[config.mk]
export PLATFORM = sky130hd
export DESIGN_NAME = rom_read_sequencer
export DESIGN_NICKNAME = d
export VERILOG_FILES = /design/src/rtl/rom_read_sequencer.sv
export SDC_FILE = /design/constraint.sdc
export NUM_CORES = 1
export LEC_CHECK = 0
export CAP_MARGIN = 20
export CORE_ASPECT_RATIO = 1.2
export CORE_MARGIN = 2
export CORE_UTILIZATION = 50
export CTS_BUF_LIST = sky130_fd_sc_hd__clkbuf_4
export CTS_CLUSTER_DIAMETER = 80
export DETAILED_ROUTE_END_ITERATION = 6
export PLACE_DENSITY = 0.81
export SLEW_MARGIN = 20
export SYNTH_ARGS = -nofsm -noshare
export SYNTH_HDL_FRONTEND = slang
export SYNTH_SLANG_ARGS = --single-unit
[constraint.sdc]
create_clock -name clk -period 2.68 [get_ports clk]
set_clock_uncertainty 0.2 [all_clocks]
set_input_delay 0.67 -clock clk [delete_from_list [all_inputs] [get_ports clk]]
set_output_delay 0.67 -clock clk [all_outputs]
set_load 0.005 [all_outputs]
[src/rtl/rom_read_sequencer.sv]
// Parallel ROM dump sequencer: sweeps addresses 0..end_addr and hands each word off over valid/ready.
// Optional ROM_READ_CHECKSUM_EN adds a 16-bit running sum of accepted words on `checksum`.
module rom_read_sequencer #(
    parameter int ADDR_WIDTH      = 16,
    parameter int DATA_WIDTH      = 8,
    parameter int ACCESS_CYCLES   = 10,
    parameter int RECOVERY_CYCLES = 2
) (
    input  logic                  clk,
    input  logic                  reset,
    input  logic                  start,
    input  logic [ADDR_WIDTH-1:0] end_addr,
    output logic [ADDR_WIDTH-1:0] rom_addr,
    output logic                  rom_ce_n,
    output logic                  rom_oe_n,
    input  logic [DATA_WIDTH-1:0] rom_data,
    output logic [DATA_WIDTH-1:0] data_out,
    output logic [ADDR_WIDTH-1:0] data_addr,
    output logic                  data_valid,
    input  logic                  data_ready,
    output logic                  busy,
    output logic                  done
`ifdef ROM_READ_CHECKSUM_EN
    ,
    output logic [15:0]           checksum
`endif
);

    localparam int CNT_MAX = (ACCESS_CYCLES > RECOVERY_CYCLES) ? ACCESS_CYCLES : RECOVERY_CYCLES;
    localparam int CNT_W   = $clog2(CNT_MAX + 1);
    localparam logic [CNT_W-1:0] ACC_LAST = CNT_W'(ACCESS_CYCLES - 1);
    localparam logic [CNT_W-1:0] REC_LAST = CNT_W'(RECOVERY_CYCLES - 1);

    typedef enum logic [2:0] {
        IDLE,
        SETUP,
        ACCESS,
        HANDOFF,
        RECOVER,
        DONE
    } state_t;

    state_t                state;
    logic [CNT_W-1:0]      cnt;
    logic [ADDR_WIDTH-1:0] end_latched;

    always_ff @(posedge clk) begin
        if (reset) begin
            state       <= IDLE;
            cnt         <= '0;
            end_latched <= '0;
            rom_addr    <= '0;
            rom_ce_n    <= 1'b1;
            rom_oe_n    <= 1'b1;
            data_out    <= '0;
            data_addr   <= '0;
            data_valid  <= 1'b0;
            busy        <= 1'b0;
            done        <= 1'b0;
`ifdef ROM_READ_CHECKSUM_EN
            checksum    <= '0;
`endif
        end else begin
            case (state)
                IDLE: begin
                    done <= 1'b0;
                    if (start) begin
                        end_latched <= end_addr;
                        rom_addr    <= '0;
                        busy        <= 1'b1;
                        rom_ce_n    <= 1'b0;
                        cnt         <= '0;
                        state       <= SETUP;
`ifdef ROM_READ_CHECKSUM_EN
                        checksum    <= '0;
`endif
                    end
                end
                SETUP: begin
                    rom_oe_n <= 1'b0;
                    cnt      <= '0;
                    state    <= ACCESS;
                end
                ACCESS: begin
                    // Sample on the edge that closes the final access cycle, releasing the bus at once
                    if (cnt == ACC_LAST) begin
                        data_out   <= rom_data;
                        data_addr  <= rom_addr;
                        data_valid <= 1'b1;
                        rom_ce_n   <= 1'b1;
                        rom_oe_n   <= 1'b1;
                        cnt        <= '0;
                        state      <= HANDOFF;
                    end else begin
                        cnt <= cnt + 1'b1;
                    end
                end
                HANDOFF: begin
                    if (data_ready) begin
                        data_valid <= 1'b0;
                        cnt        <= '0;
                        state      <= RECOVER;
`ifdef ROM_READ_CHECKSUM_EN
                        checksum   <= checksum + 16'(data_out);
`endif
                    end
                end
                RECOVER: begin
                    if (cnt == REC_LAST) begin
                        cnt <= '0;
                        // Compare before incrementing so end_addr=all-ones never wraps
                        if (rom_addr == end_latched) begin
                            done  <= 1'b1;
                            state <= DONE;
                        end else begin
                            rom_addr <= rom_addr + 1'b1;
                            rom_ce_n <= 1'b0;
                            state    <= SETUP;
                        end
                    end else begin
                        cnt <= cnt + 1'b1;
                    end
                end
                DONE: begin
                    done  <= 1'b0;
                    busy  <= 1'b0;
                    cnt   <= '0;
                    state <= IDLE;
                end
                default: state <= IDLE;
            endcase
        end
    end

endmodule

After elaboration in Yosys (flattened, before gate mapping)
Index checks and enable logic that the tools add are counted.

operators by class
  add/sub/neg operators = 2
  equal/unequal tests = 14
  multiplexer cells = 28
  reduce and logical (&&, ||, !) cells = 20

operator list
  operator                                              number
  2-to-1 mux 16 bit                                     3
  case mux 16 bit (2 select lines)                      1
  case mux 4 bit (5 select lines)                       1
  adder 16 x 1 -> 16 bit (second input constant)        1
  equality test 16 bit                                  1
  2-to-1 mux 4 bit                                      4
  2-to-1 mux 3 bit                                      5
  case mux 3 bit (5 select lines)                       1
  != test 2 bit (second input constant)                 6
  nonzero test 2 bit                                    5
  AND reduction 3 bit                                   3
  2-to-1 mux 1 bit                                      8
  case mux 1 bit (2 select lines)                       4
  AND reduction 2 bit                                   4
  AND reduction 4 bit                                   2
  equality test 3 x 2 -> 1 bit (second input constant)  2
  equality test 3 bit (second input constant)           2
  AND reduction 5 bit                                   1
  nonzero test 5 bit                                    1
  adder 4 x 1 -> 4 bit (second input constant)          1
  equality test 4 x 1 -> 1 bit (second input constant)  1
  equality test 4 bit (second input constant)           1
  OR reduction 2 bit                                    2
  equality test 3 x 1 -> 1 bit (second input constant)  1
  3 further kinds                                       3

storage, ports and cells
  flip-flop bits (word level) = 68
  bits of input ports = 28
  output and inout port bits = 45
  logic and storage cells = 75

Depth between registers and ports, before layout
  word-level depth = 4
  depth in mapped cells = 10
  depth with buffers taken out = 8

Worst setup path after synthesis
No wires, ideal clock.

  path kind = register to register
  from = register rom_addr[4]
  to = register rom_addr[0]
  setup time = 135 ps
  arrival time = 1875 ps
  data required time = 2345 ps
  setup slack = 470 ps
  cell stages (with the launch flop) = 9
  buffers on the path = 2
  clock period less this slack = 2210 ps
  cells stage by stage = dfxtp_1 -> xnor2_1 -> nand4_1 -> or4_4 -> o21ai_4 -> buf_6 -> buf_12 -> xor2_1 -> nor2_1

on the way
  longest elaborated chain between the ends = 3

RTL lines
  item                           line  source
  start, declared                13    output logic [ADDR_WIDTH-1:0] rom_addr,
  start signal, assigned         116   rom_addr <= rom_addr + 1'b1;
  equality test 16 bit           112   if (rom_addr == end_latched) begin
  != test 2 bit (no line)        -
  AND reduction 4 bit (no line)  -

Every way passes these cells.
A chain may end at the register's enable or synchronous reset.

Worst setup path in the final report
  from = register rom_addr[3]
  to = output port rom_addr[3]

No word-level cell between the ends.

==> qor.yml <==
finish:
  final_cell_mix: "nand2_1, clkdlybuf4s50_1, dfxtp_1, a21oi_1, buf_4"
  mostFrequentLayoutCell: "nand2_1"
  drive_above_1_share_pct: 12.2
  nNetsFinal: 485
  stdcell_area_sq_mm: 0.00405
  antenna_cells: 0
  fillers: 501
  area_growth_pct: 35.3
clock_network:
  root_buffer: "clkbuf_4"
  htreeDepth: 3
  cts_sinks: 68
  clkLatencyLatePin_ns: 0.43
  cts_tree: "yes"
  post-cts-setup-buffer-count: 0
  cts_hold_buf: 0
  cts_buffer_depth: 2
  clkTransAtPathRegs_ns: 0.12
  cts_buffers: 9
  cts-resized-gates: 0
setup_path:
  cp.required_ns: 1.81
  critPathCaptureType: "primary output"
  startpoint_type: "register"
  cp_max_fo: 9
  critPathBufInv: 1
  max_stage_delay_ns: 0.58
  critPathKind: "reg2out"
  cp_top_family: "buffers and inverters"
  r2r_cells: 6
  crit_chain: "clkdlybuf4s50_1"
  r2r-start: "rom_addr[3]$_SDFFE_PP0P_"
  cpMaxStageDelayCell: "clkdlybuf4s50_1"
  rrSetupSlack_ns: 0.25
  r2r-end: "rom_addr[15]$_SDFFE_PP0P_"
  worstPathArrival_ns: 1.58
die:
  ios: 73
  die_h_um: 88.8
  core_sq_mm: 0.00571
  fp.dieW_um: 74.6
  die_area_sq_mm: 0.00662
  num_rows: 30
  start_util_pct: 52.5
sta:
  fmax_mhz: 409
  setup_tns_ns: 0
  setup_slack_ns: 0.234
  fin_crit_ns: 2.45
  finalHoldViolations: 0
  timing.final.crit_share_pct: 91.3
  hold_ws_ns: 0.258
  worstMarginPinSlew_ns: 0.592
  setup_viol: 0
  slew_violations: 0
  rsz0062_at_grt: "no"
  slew_headroom_pct: 60.2
worst_hold_path:
  hold_path_end: "rom_ce_n$_SDFFE_PP1P_"
  hold_start: "rom_ce_n$_SDFFE_PP1P_"
  hp-class: "reg2reg"
  whs_path_depth: 2
run_status:
  status: "finished, final reports clean"
pwr:
  p_per_area_mw_per_mm2: 664
  leakage_uw: 0.00138
  ir_drop_uv: 521
route:
  vias: 2874
  routed_wl_mm: 7.24
  vias_per_cell: 5.33
  routedWlPerCell_um: 13.4
  ant_nets: 0
  drtIter0Drc: 216
  drc: 0
  firstDrtPassIters: 5
logic_synthesis:
  avgSynthCellArea_sq_um: 8.07
  synthCells: 371
  syn_nets: 402
  seq_area_frac_synth_pct: 45.5
  ys_ff_latch: 68
  yosysUniqueCellTypes: 46
  ys_warn_count: 0
  synth_area_sq_mm: 0.00299
placement:
  io_buffers: 72
  place_congestion: 0.845
  post-place-ws_ns: -0.0137
  dp_hpwl_mm: 5.16
  placed_area_sq_mm: 0.00387
global_routing:
  grt_pass1_wl_mm: 11.7
  grt_max_degree: 33
  antenna_found_initial: 0
  grt_overflow: 0
  grt_use_total_pct: 23.3
  grt_pass1_vias: 2537
job:
  maxCapViolCount: 0
routing by layer:
metal | vias up | routed length, um | global-route usage (%)
met2 | 78 | 3650 | 38.8
met1 | 1350 | 3120 | 29.2
met5 | - | 0 | 0
li1 | 1438 | - | -
met4 | 0 | 124 | 9.58
met3 | 8 | 347 | 4.90
worst min-delay path: cells and delay by family (launching register included):
kind             cells  cell delay, ns
and+or+nand+nor      2            0.09
DFF                  1            0.33
cell families after synthesis:
| group | share of synthesized area (%) |
|---|---|
| AO/OA/AOI/OAI | 17.7 |
| flip-flops | 45.5 |
| buffers and inverters | 4.06 |
| AND/OR/NAND/NOR | 25.7 |
| XOR/XNOR | 5.85 |
| adder cells (fa/ha/maj) | 1.25 |
through the flow:
stage,total power [uW],utilization (%),instances
3_5_place_dp,1860,67.8,523
5_1_grt,2830,71.0,539
3_3_place_gp,1840,67.8,523
6_report,2690,71.0,539
2_1_floorplan,1640,-,371
4_1_cts,2700,71.0,539
power by group:
group          leakage [uW]  switching (uW)  total [uW]  internal, uW
clock             0.0000919             379         847           468
combinational      0.000738             360         668           308
sequential         0.000551            87.1        1180          1090
sequential cells by signal, summed over array words and instances, names as in the netlist:
name,flops
state,3
done,1
rom_oe_n,1
busy,1
data_out,8
rom_addr,16
data_valid,1
rom_ce_n,1
end_latched,16
cnt,4
data_addr,16
cells in the mapped netlist, drive strengths merged:
| master | number | area (sq um) |
|---|---|---|
| or4 | 4 | 33.8 |
| o21ai | 15 | 90.1 |
| nor3 | 3 | 15.0 |
| xnor2 | 17 | 149 |
| a221oi | 1 | 8.76 |
| o2111a | 1 | 11.3 |
| o22a | 1 | 8.76 |
| o211ai | 1 | 7.51 |
| nor4 | 1 | 6.26 |
| dfxtp | 68 | 1360 |
| inv | 2 | 7.51 |
| and3b | 1 | 8.76 |
| nand3b | 1 | 7.51 |
| nand2b | 2 | 12.5 |
| or3b | 1 | 8.76 |
| nand3 | 12 | 60.1 |
| o31a | 1 | 8.76 |
| nand4 | 6 | 37.5 |
| o21a | 1 | 7.51 |
| o31ai | 5 | 37.5 |
| nand4b | 1 | 8.76 |
| nand2 | 92 | 345 |
| ha | 3 | 37.5 |
| and4 | 1 | 11.3 |
| and3 | 5 | 41.3 |
| a21oi | 63 | 342 |
| nor3b | 2 | 15.0 |
| o21bai | 1 | 7.51 |
| and2 | 1 | 6.26 |
| xor2 | 3 | 26.3 |
| or2 | 1 | 6.26 |
| nor2 | 21 | 81.3 |
| or3 | 8 | 50.1 |
| buf | 5 | 46.3 |
| nor2b | 2 | 12.5 |
| clkbuf | 18 | 67.6 |
worst max path at each step:
| stage | slack (ns) | start | end | cells past startpoint |
|---|---|---|---|---|
| final | 0.23 | rom_addr[3]$_SDFFE_PP0P_ | rom_addr[3] | 1 |
| after global routing | 0.16 | rom_addr[3]$_SDFFE_PP0P_ | rom_addr[5]$_SDFFE_PP0P_ | 8 |
| after CTS | 0.24 | rom_addr[9]$_SDFFE_PP0P_ | rom_addr[9] | 1 |
| after detailed placement | -0.01 | start | rom_addr[12]$_SDFFE_PP0P_ | 8 |
| after global placement | 0.007 | start | rom_addr[11]$_SDFFE_PP0P_ | 8 |
| after floorplan | 0.47 | rom_addr[4]$_SDFFE_PP0P_ | rom_addr[0]$_SDFFE_PP0P_ | 8 |
cell type report:
class / instances / area [sq um] / share of cell area, %
sequential: 68 / 1360 / 33.6
tap: 80 / 100 / 2.47
clock buffer: 9 / 67.6 / 1.67
inverter: 2 / 7.51 / 0.185
timing repair buffer: 95 / 888 / 21.9
clock inverter: 7 / 115 / 2.84
multi-input combinational: 278 / 1510 / 37.3
(Power assumes the default switching activity.)
